$ cat src/rtl/tisc_pkg.sv
// Shared register-file constants and the writeback queue entry type.
package tisc_pkg;
   localparam int REG_ADDR_W = 3;
   localparam int REG_DATA_W = 8;
   localparam int NUM_REGS   = 8;

   typedef struct packed {
      logic [REG_ADDR_W-1:0] addr;
      logic [REG_DATA_W-1:0] data;
   } wb_entry_t;
endpackage

$ cat src/rtl/wb_match.sv
// Associative lookup over the writeback queue: pending flag and, with
// REG_WRITEBACK_BYPASS_EN, the data of the youngest matching entry.
module wb_match
   import tisc_pkg::*;
#(
   parameter  int DEPTH = 4,
   localparam int PTR_W = $clog2(DEPTH)
) (
   input  wb_entry_t             entries [DEPTH],
   input  logic [DEPTH-1:0]      occ,
   input  logic [PTR_W-1:0]      rd_ptr,
   input  logic [REG_ADDR_W-1:0] lk_addr,
`ifdef REG_WRITEBACK_BYPASS_EN
   output logic [REG_DATA_W-1:0] data,
`endif
   output logic                  hit
);

   always_comb begin
      hit = 1'b0;
      for (int i = 0; i < DEPTH; i++) begin
         if (occ[i] && (entries[i].addr == lk_addr)) hit = 1'b1;
      end
   end

`ifdef REG_WRITEBACK_BYPASS_EN
   // Walk oldest to youngest so the last hit seen is the newest value.
   always_comb begin
      logic [PTR_W-1:0] idx;
      data = '0;
      for (int i = 0; i < DEPTH; i++) begin
         idx = rd_ptr + PTR_W'(i);
         if (occ[idx] && (entries[idx].addr == lk_addr)) data = entries[idx].data;
      end
   end
`else
   logic unused_bits;
   always_comb begin
      unused_bits = ^rd_ptr;
      for (int i = 0; i < DEPTH; i++) unused_bits = unused_bits ^ (^entries[i].data);
   end
`endif

endmodule

$ cat src/rtl/reg_writeback.sv
// In-order writeback queue feeding the register file write port, with decode
// lookups. Optional value bypass via REG_WRITEBACK_BYPASS_EN.
module reg_writeback
   import tisc_pkg::*;
#(
   parameter  int DEPTH  = 4,
   parameter  int ADDR_W = REG_ADDR_W,
   parameter  int DATA_W = REG_DATA_W,
   localparam int PTR_W  = $clog2(DEPTH),
   localparam int CNT_W  = $clog2(DEPTH + 1)
) (
   input  logic              clk,
   input  logic              rst_n,
   input  logic              res_valid,
   output logic              res_ready,
   input  logic [ADDR_W-1:0] res_addr,
   input  logic [DATA_W-1:0] res_data,
   input  logic              rf_hold,
   output logic              rf_en,
   output logic [ADDR_W-1:0] rf_write_addr,
   output logic [DATA_W-1:0] rf_write_data,
   input  logic [ADDR_W-1:0] lk_addr_1,
   input  logic [ADDR_W-1:0] lk_addr_2,
   output logic              lk_pend_1,
   output logic              lk_pend_2,
`ifdef REG_WRITEBACK_BYPASS_EN
   output logic [DATA_W-1:0] lk_data_1,
   output logic [DATA_W-1:0] lk_data_2,
`endif
   output logic [CNT_W-1:0]  count
);

   wb_entry_t        mem [DEPTH];
   logic [PTR_W-1:0] wr_ptr;
   logic [PTR_W-1:0] rd_ptr;
   logic [DEPTH-1:0] occ;
   logic             push;
   logic             pop;
   logic             not_empty;
   wb_entry_t        head;

   // Full is judged on registered count only; a draining full queue still refuses.
   assign res_ready = (count != CNT_W'(DEPTH)) && rst_n;
   assign not_empty = (count != '0);
   assign rf_en     = not_empty && !rf_hold;
   assign push      = res_valid && res_ready;
   assign pop       = rf_en;
   assign head      = mem[rd_ptr];

   assign rf_write_addr = not_empty ? head.addr : '0;
   assign rf_write_data = not_empty ? head.data : '0;

   always_ff @(posedge clk) begin
      if (push) mem[wr_ptr] <= '{addr: res_addr, data: res_data};
   end

   always_ff @(posedge clk or negedge rst_n) begin
      if (!rst_n) begin
         wr_ptr <= '0;
         rd_ptr <= '0;
         count  <= '0;
      end else begin
         if (push) wr_ptr <= wr_ptr + PTR_W'(1);
         if (pop)  rd_ptr <= rd_ptr + PTR_W'(1);
         case ({push, pop})
            2'b10:   count <= count + CNT_W'(1);
            2'b01:   count <= count - CNT_W'(1);
            default: count <= count;
         endcase
      end
   end

   // A slot is occupied when its distance from the head is below count.
   always_comb begin
      for (int i = 0; i < DEPTH; i++) begin
         occ[i] = CNT_W'(PTR_W'(i) - rd_ptr) < count;
      end
   end

   wb_match #(.DEPTH(DEPTH)) u_match_1 (
      .entries (mem),
      .occ     (occ),
      .rd_ptr  (rd_ptr),
      .lk_addr (lk_addr_1),
`ifdef REG_WRITEBACK_BYPASS_EN
      .data    (lk_data_1),
`endif
      .hit     (lk_pend_1)
   );

   wb_match #(.DEPTH(DEPTH)) u_match_2 (
      .entries (mem),
      .occ     (occ),
      .rd_ptr  (rd_ptr),
      .lk_addr (lk_addr_2),
`ifdef REG_WRITEBACK_BYPASS_EN
      .data    (lk_data_2),
`endif
      .hit     (lk_pend_2)
   );

endmodule

$ cat config.mk
export PLATFORM = sky130hd
export DESIGN_NAME = reg_writeback
export DESIGN_NICKNAME = d
export VERILOG_FILES = /design/src/rtl/tisc_pkg.sv /design/src/rtl/wb_match.sv /design/src/rtl/reg_writeback.sv
export SDC_FILE = /design/constraint.sdc
export NUM_CORES = 1
export LEC_CHECK = 0
export CAP_MARGIN = 20
export CORE_MARGIN = 5
export CORE_UTILIZATION = 54
export DETAILED_ROUTE_END_ITERATION = 10
export GPL_TIMING_DRIVEN = 0
export PLACE_DENSITY = 0.8
export SYNTH_ARGS = -nofsm -noshare
export SYNTH_HDL_FRONTEND = slang
export SYNTH_SLANG_ARGS = --single-unit
export TNS_END_PERCENT = 5
$ cat constraint.sdc
create_clock -name clk -period 3.3 [get_ports clk]
set_clock_uncertainty 0.2 [all_clocks]
set_input_delay 0.495 -clock clk [delete_from_list [all_inputs] [get_ports clk]]
set_output_delay 0.495 -clock clk [all_outputs]
set_load 0.1 [all_outputs]
# Yosys cells after proc, flatten, opt, wreduce, memory -nomap -nowiden

Cells that the tools add are included.
W data, S select, Z words.

Flip-flop bits (word level): 51
Bits of input ports: 21
Output and inout port bits: 18
Logic and storage cells: 71

Add/sub/neg operators: 8
Order comparisons: 7
Equal/unequal tests: 11
Mux-type cells: 17
Bitwise logic cells: 2
Reduce and logical (&&, ||, !) cells: 15

Operators by type and width:

| kind                  | count |
|---|---|
| $bwmux W44            | 1 |
| $mux W11              | 3 |
| $eq A3 B3 Y1          | 8 |
| $bmux W11 S2          | 1 |
| $demux W11 S2         | 1 |
| $logic_and A1 B1 Y1   | 12 |
| $lt A3 B3 Y1          | 4 |
| $mux W1               | 8 |
| $mux W8               | 1 |
| $ge A3 B3 Y1 const B  | 2 |
| $not A2 Y3            | 2 |
| $pmux W3 S2           | 1 |
| $sub A1 B2 Y3 const A | 2 |
| $sub A2 B2 Y3 const A | 2 |
| $add A2 B1 Y2 const B | 2 |
| $add A3 B1 Y3 const B | 1 |
| $lt A3 B1 Y1 const B  | 1 |
| $mux W3               | 1 |
| $ne A3 B3 Y1 const B  | 1 |
| $reduce_bool A3 Y1    | 1 |
| $sub A3 B1 Y3 const B | 1 |
| $eq A2 B1 Y1 const B  | 1 |
| $eq A2 B2 Y1 const B  | 1 |
| $reduce_bool A2 Y1    | 1 |
| $logic_not A1 Y1      | 1 |

# Logic depth before layout (Yosys ltp)

Word-level depth: 7
Mapped depth: 10
Gate-level depth less buffers: 10

# Hierarchy

A second synthesis with hierarchy kept.

Cell total of the unflattened synthesis: 172
Area total of the unflattened synthesis: 2653.8 um2

Modules (own cells, without submodules):

| module        | instances | cells each | area an instance (um2) |
|---|---|---|---|
| reg_writeback | 1         | 132        | 2351.0 |
| wb_match      | 2         | 20         | 151.4 |

# Least setup slack after synthesis

Ideal clock, no wire load.

Kind: flip-flop to flip-flop
Start point: reg count[0]
End point: reg count[2]
Setup time: 0.082 ns
Data arrival time: 3.835 ns
Setup slack: -0.817 ns
Cell stages (with the launch flop): 9
Path buffers: 0
Clock period less this slack: 4.117 ns
Cells stage by stage: dfrtp_1 nor3_1 nor2_1 ha_1 inv_1 fa_1 xor2_1 nor2_1 xnor2_1

Elaborated cells on any way between the ends: 11

RTL lines:

| item                                              | RTL line            | text |
|---|---|---|
| start, declared                                   | reg_writeback.sv:30 | `output logic [CNT_W-1:0] count` |
| start signal, assigned                            | reg_writeback.sv:66 | `2'b10: count <= count + CNT_W'(1);` |
| start signal, assigned                            | reg_writeback.sv:67 | `2'b01: count <= count - CNT_W'(1);` |
| start signal, assigned                            | reg_writeback.sv:68 | `default: count <= count;` |
| $reduce_bool A3 Y1 (*)                            | reg_writeback.sv:44 | `assign not_empty = (count != '0);` |
| $logic_and A1 B1 Y1 (*)                           | reg_writeback.sv:45 | `assign rf_en = not_empty && !rf_hold;` |
| via rf_en                                         | reg_writeback.sv:19 | `output logic rf_en,` |
| $eq A2 B1 Y1 or $eq A2 B2 Y1 (tied branches)      | reg_writeback.sv:65 | `case ({push, pop})` |
| $pmux W3 S2 or $reduce_bool A2 Y1 (tied branches) | -                   |  |

The timed path passes the listed nets; every way through them passes the cells marked *.
A chain may end at the register's enable or synchronous reset.

# Final worst setup path

Start point: reg rd_ptr[0]
End point: out lk_pend_2

Longest elaborated chain between the ends: 7
Elaborated cells on any way between the ends: 16

RTL lines:

| item                   | RTL line            | text |
|---|---|---|
| start, declared        | reg_writeback.sv:35 | `logic [PTR_W-1:0] rd_ptr;` |
| start signal, assigned | reg_writeback.sv:64 | `if (pop) rd_ptr <= rd_ptr + PTR_W'(1);` |
| $sub A1 B2 Y3          | reg_writeback.sv:76 | `occ[i] = CNT_W'(PTR_W'(i) - rd_ptr) < count;` |
| $lt A3 B3 Y1           | reg_writeback.sv:76 |  |
| $logic_and A1 B1 Y1    | wb_match.sv:22      | `if (occ[i] && (entries[i].addr == lk_addr)) hit = 1'b1;` |
| $mux W1 (3 in series)  | wb_match.sv:22      |  |
| $mux W1 (*)            | wb_match.sv:22      |  |
| end, declared          | reg_writeback.sv:25 | `output logic lk_pend_2,` |

Mark *: on every way between the ends. The rest lies on a longest branch, timed or not.

==> run metrics <==
xor/xnor share of the synthesized area=9.88%; post-synthesis sequential area ratio=58.2%; CP top delay family=simple AND/OR/NAND/NOR gates; fraction of layout cells with a size suffix above 1=20.4%; first-pass iteration count of the detailed router=4; final routed wire length divided by cell count=17.8 um; Remaining Overflow, GRT=0; simple-gate area share of the yosys netlist=8.42%; overall fraction of global-route tracks in use=16.8%; floorplan die area=0.00624 sq mm; clock input transition at the sequential cells of the worst setup and hold paths=0.09 ns; Critical Path Start Type=flip-flop; # Max-Cap Violations=0; Area contributors post-synth=edfxtp_1, mux4_2, dfrtp_1, ha_1, xor2_1; endpoints failing hold=0; adder-cell area share of the yosys netlist=7.59%; post-route antenna net violation count=0; number of vias in the routed layout=1530; count of fill cells added during filler insertion=337; arrival time at the worst endpoint=2.54 ns; Core Area=0.00466 sq mm; count of buffer and inverter cells on the critical path=4; net count of the mapped netlist=205; count of endpoints failing setup in the final report=0; CP required=2.60 ns; share of flip-flops with an asynchronous set or reset=13.7%; post-synthesis compound-gate area fraction=2.92%; Die W=79.0 um; CTS tree=done; crit share post-route=98.1%; most frequently used flop master after synthesis=edfxtp_1; Yosys top cell area share=51.4%; main combinational cell family by area after synthesis=multiplexers; Inserted Diodes=0; status=completed; most common cell after layout, fill and taps aside=edfxtp_1; total number of H-tree levels=2; path category of the worst min-delay check=input pin to async pin; synthesis-to-finish area growth=25.0%; post-route design area=0.00321 sq mm; post-detailed-route DRC marker count=0; type of destination of the critical path=output pin; mux share of post-synthesis cell area=10.2%; initial antenna violation count=0; mapped cell area=0.00257 sq mm; Post-synth EDFFs=44; clock latency reported for the late side of the worst-skew pair=0.30 ns; routability congestion estimate from global placement=0.940; global-route wire length before repair=7.76 mm; RSZ-0062 raised after global routing=yes; average footprint of a synthesized cell=15.2 sq um; clock buffer count from CTS=5; standard-cell rows=25; headroom to the max-slew limit=34.8%; Max Fclk=309 MHz; cell repeated most along the worst path=buf_12; number of synthesis warnings=0; # nets final=256; flop and latch count out of synthesis=51; half-perimeter wire length after placement=3.60 mm; post-place setup slack=-1.04 ns; synthesized instance count=169; post-route worst hold slack=0.262 ns; Port-buffer cells=38; via-per-instance ratio=5.56; post-route worst setup slack=0.0620 ns; CTS sink count=51; Total Wirelength=4.91 mm; Vert. Die Dim=79.0 um; initial core utilization=55.2%; Slew Viols, Final=0; Cell variety after synth=29; critical path start-end classification=flip-flop to output pin; worst-path cell chain=buf_6 -> buf_12 -> inv_4 -> ha_4 -> ha_1 -> nand2_1 -> o21ai_2 -> nor4_1 -> or4_4 -> buf_12; clock tree root driver cell=clkbuf_8; time the final worst path needs with I/O delays and setup=3.24 ns; CP max FO=6; number of buffers on the longest clock path=2; largest net degree at the start of global routing=17; DRT iter0 DRCs=68; vias in the first global route=1568; Yosys top cell by area=edfxtp_1; CP max-delay cell=or4_4; number of top-level design ports=39; highest cell delay on the worst timing path=0.53 ns; dpl cell area=0.00303 sq mm; most used cells in the layout excluding fill and tap cells=edfxtp_1, clkdlybuf4s50_1, xor2_1; start of the worst register-to-register path=count[0]; r2r setup slk=0.86 ns; slew at the pin with the worst max-slew slack=0.975 ns; Critical Path Source=rd_ptr[0]
==> logic make-up (layout without fill, tap and decap cells) <==
kind of cell	after synthesis	after routing
AOI/OAI and AO/OA	11	11
xor gates and xnor gates	29	29
adders and majority gates	15	15
buffers and inverters	15	67
DFF	51	51
muxes	12	12
and+or+nand+nor	36	36
==> area by class of cell <==
type,instances,area [sq um],area share (%)
buffer,4,47.5,1.48
clock buffer,5,68.8,2.14
clock inverter,3,20.0,0.623
inverter,11,43.8,1.36
multi-input combinational,103,1040,32.2
sequential,51,1500,46.6
tap,54,67.6,2.10
timing repair buffer,44,432,13.4
==> cells in the mapped netlist (2+ instances only) <==
| library cell | number |
|---|---|
| xnor2_1 | 10 |
| mux4_2 | 11 |
| nand2_1 | 4 |
| a21oi_1 | 2 |
| ha_1 | 14 |
| edfxtp_1 | 44 |
| o21a_1 | 2 |
| inv_1 | 11 |
| buf_6 | 2 |
| o21ai_0 | 3 |
| nor4_1 | 6 |
| nand3_1 | 2 |
| nor2b_1 | 11 |
| and3_1 | 4 |
| nor2_1 | 2 |
| dfrtp_1 | 7 |
| nor3_1 | 3 |
| xor2_1 | 19 |
| or4_1 | 2 |
==> registers in the layout, summed over array words and instances (netlist names) <==
name    flops
mem        44
count       3
rd_ptr      2
wr_ptr      2
==> worst reg2reg max path, stage by stage, from the launching register on <==
cell	delay [ns]
dfrtp_1	0.49
o31a_2	0.43
and2_4	0.19
inv_1	0.05
ha_1	0.16
inv_1	0.06
fa_1	0.37
xor2_1	0.16
nor2_1	0.13
xnor2_1	0.13
==> per-layer routing <==
layer / up-vias / part of all wire, % / track usage, %
li1: 724 / - / -
met1: 768 / 41 / 19.5
met2: 29 / 53 / 29.5
met3: 9 / 4.1 / 4.08
met4: 0 / 2.1 / 7.04
met5: - / 0 / 0
==> timing repair <==
item                       4_1_cts  5_1_grt
hold endpoints to repair         0        0
gates resized for setup         32       13
hold buffers                     0        0
pin swaps                        0        4
setup buffers                    0        6
setup endpoints to repair       13        4
==> stage by stage <==
stage | cells | utilization [%] | TNS (ns)
floorplan | 169 | - | -3.02
global placement | 261 | 64.9 | -2.07
detailed placement | 261 | 64.9 | -2.10
CTS | 269 | 67.0 | -0.280
global route | 275 | 68.9 | -0.0384
finish | 275 | 68.9 | 0
==> worst paths after layout <==
check | to | cells past startpoint
setup reg to reg | count[2] | 9
hold reg to reg | wr_ptr[1] | 1
min in group clk | wr_ptr[1] | 1
hold / removal | count[1] | 1
setup / recovery | lk_pend_2 | 10
max in group asynchronous | rd_ptr[1] | 1
Power is left out: the tool's default activity adds up to more than one toggle a clock period on the data nets, which glitch-free logic cannot reach.
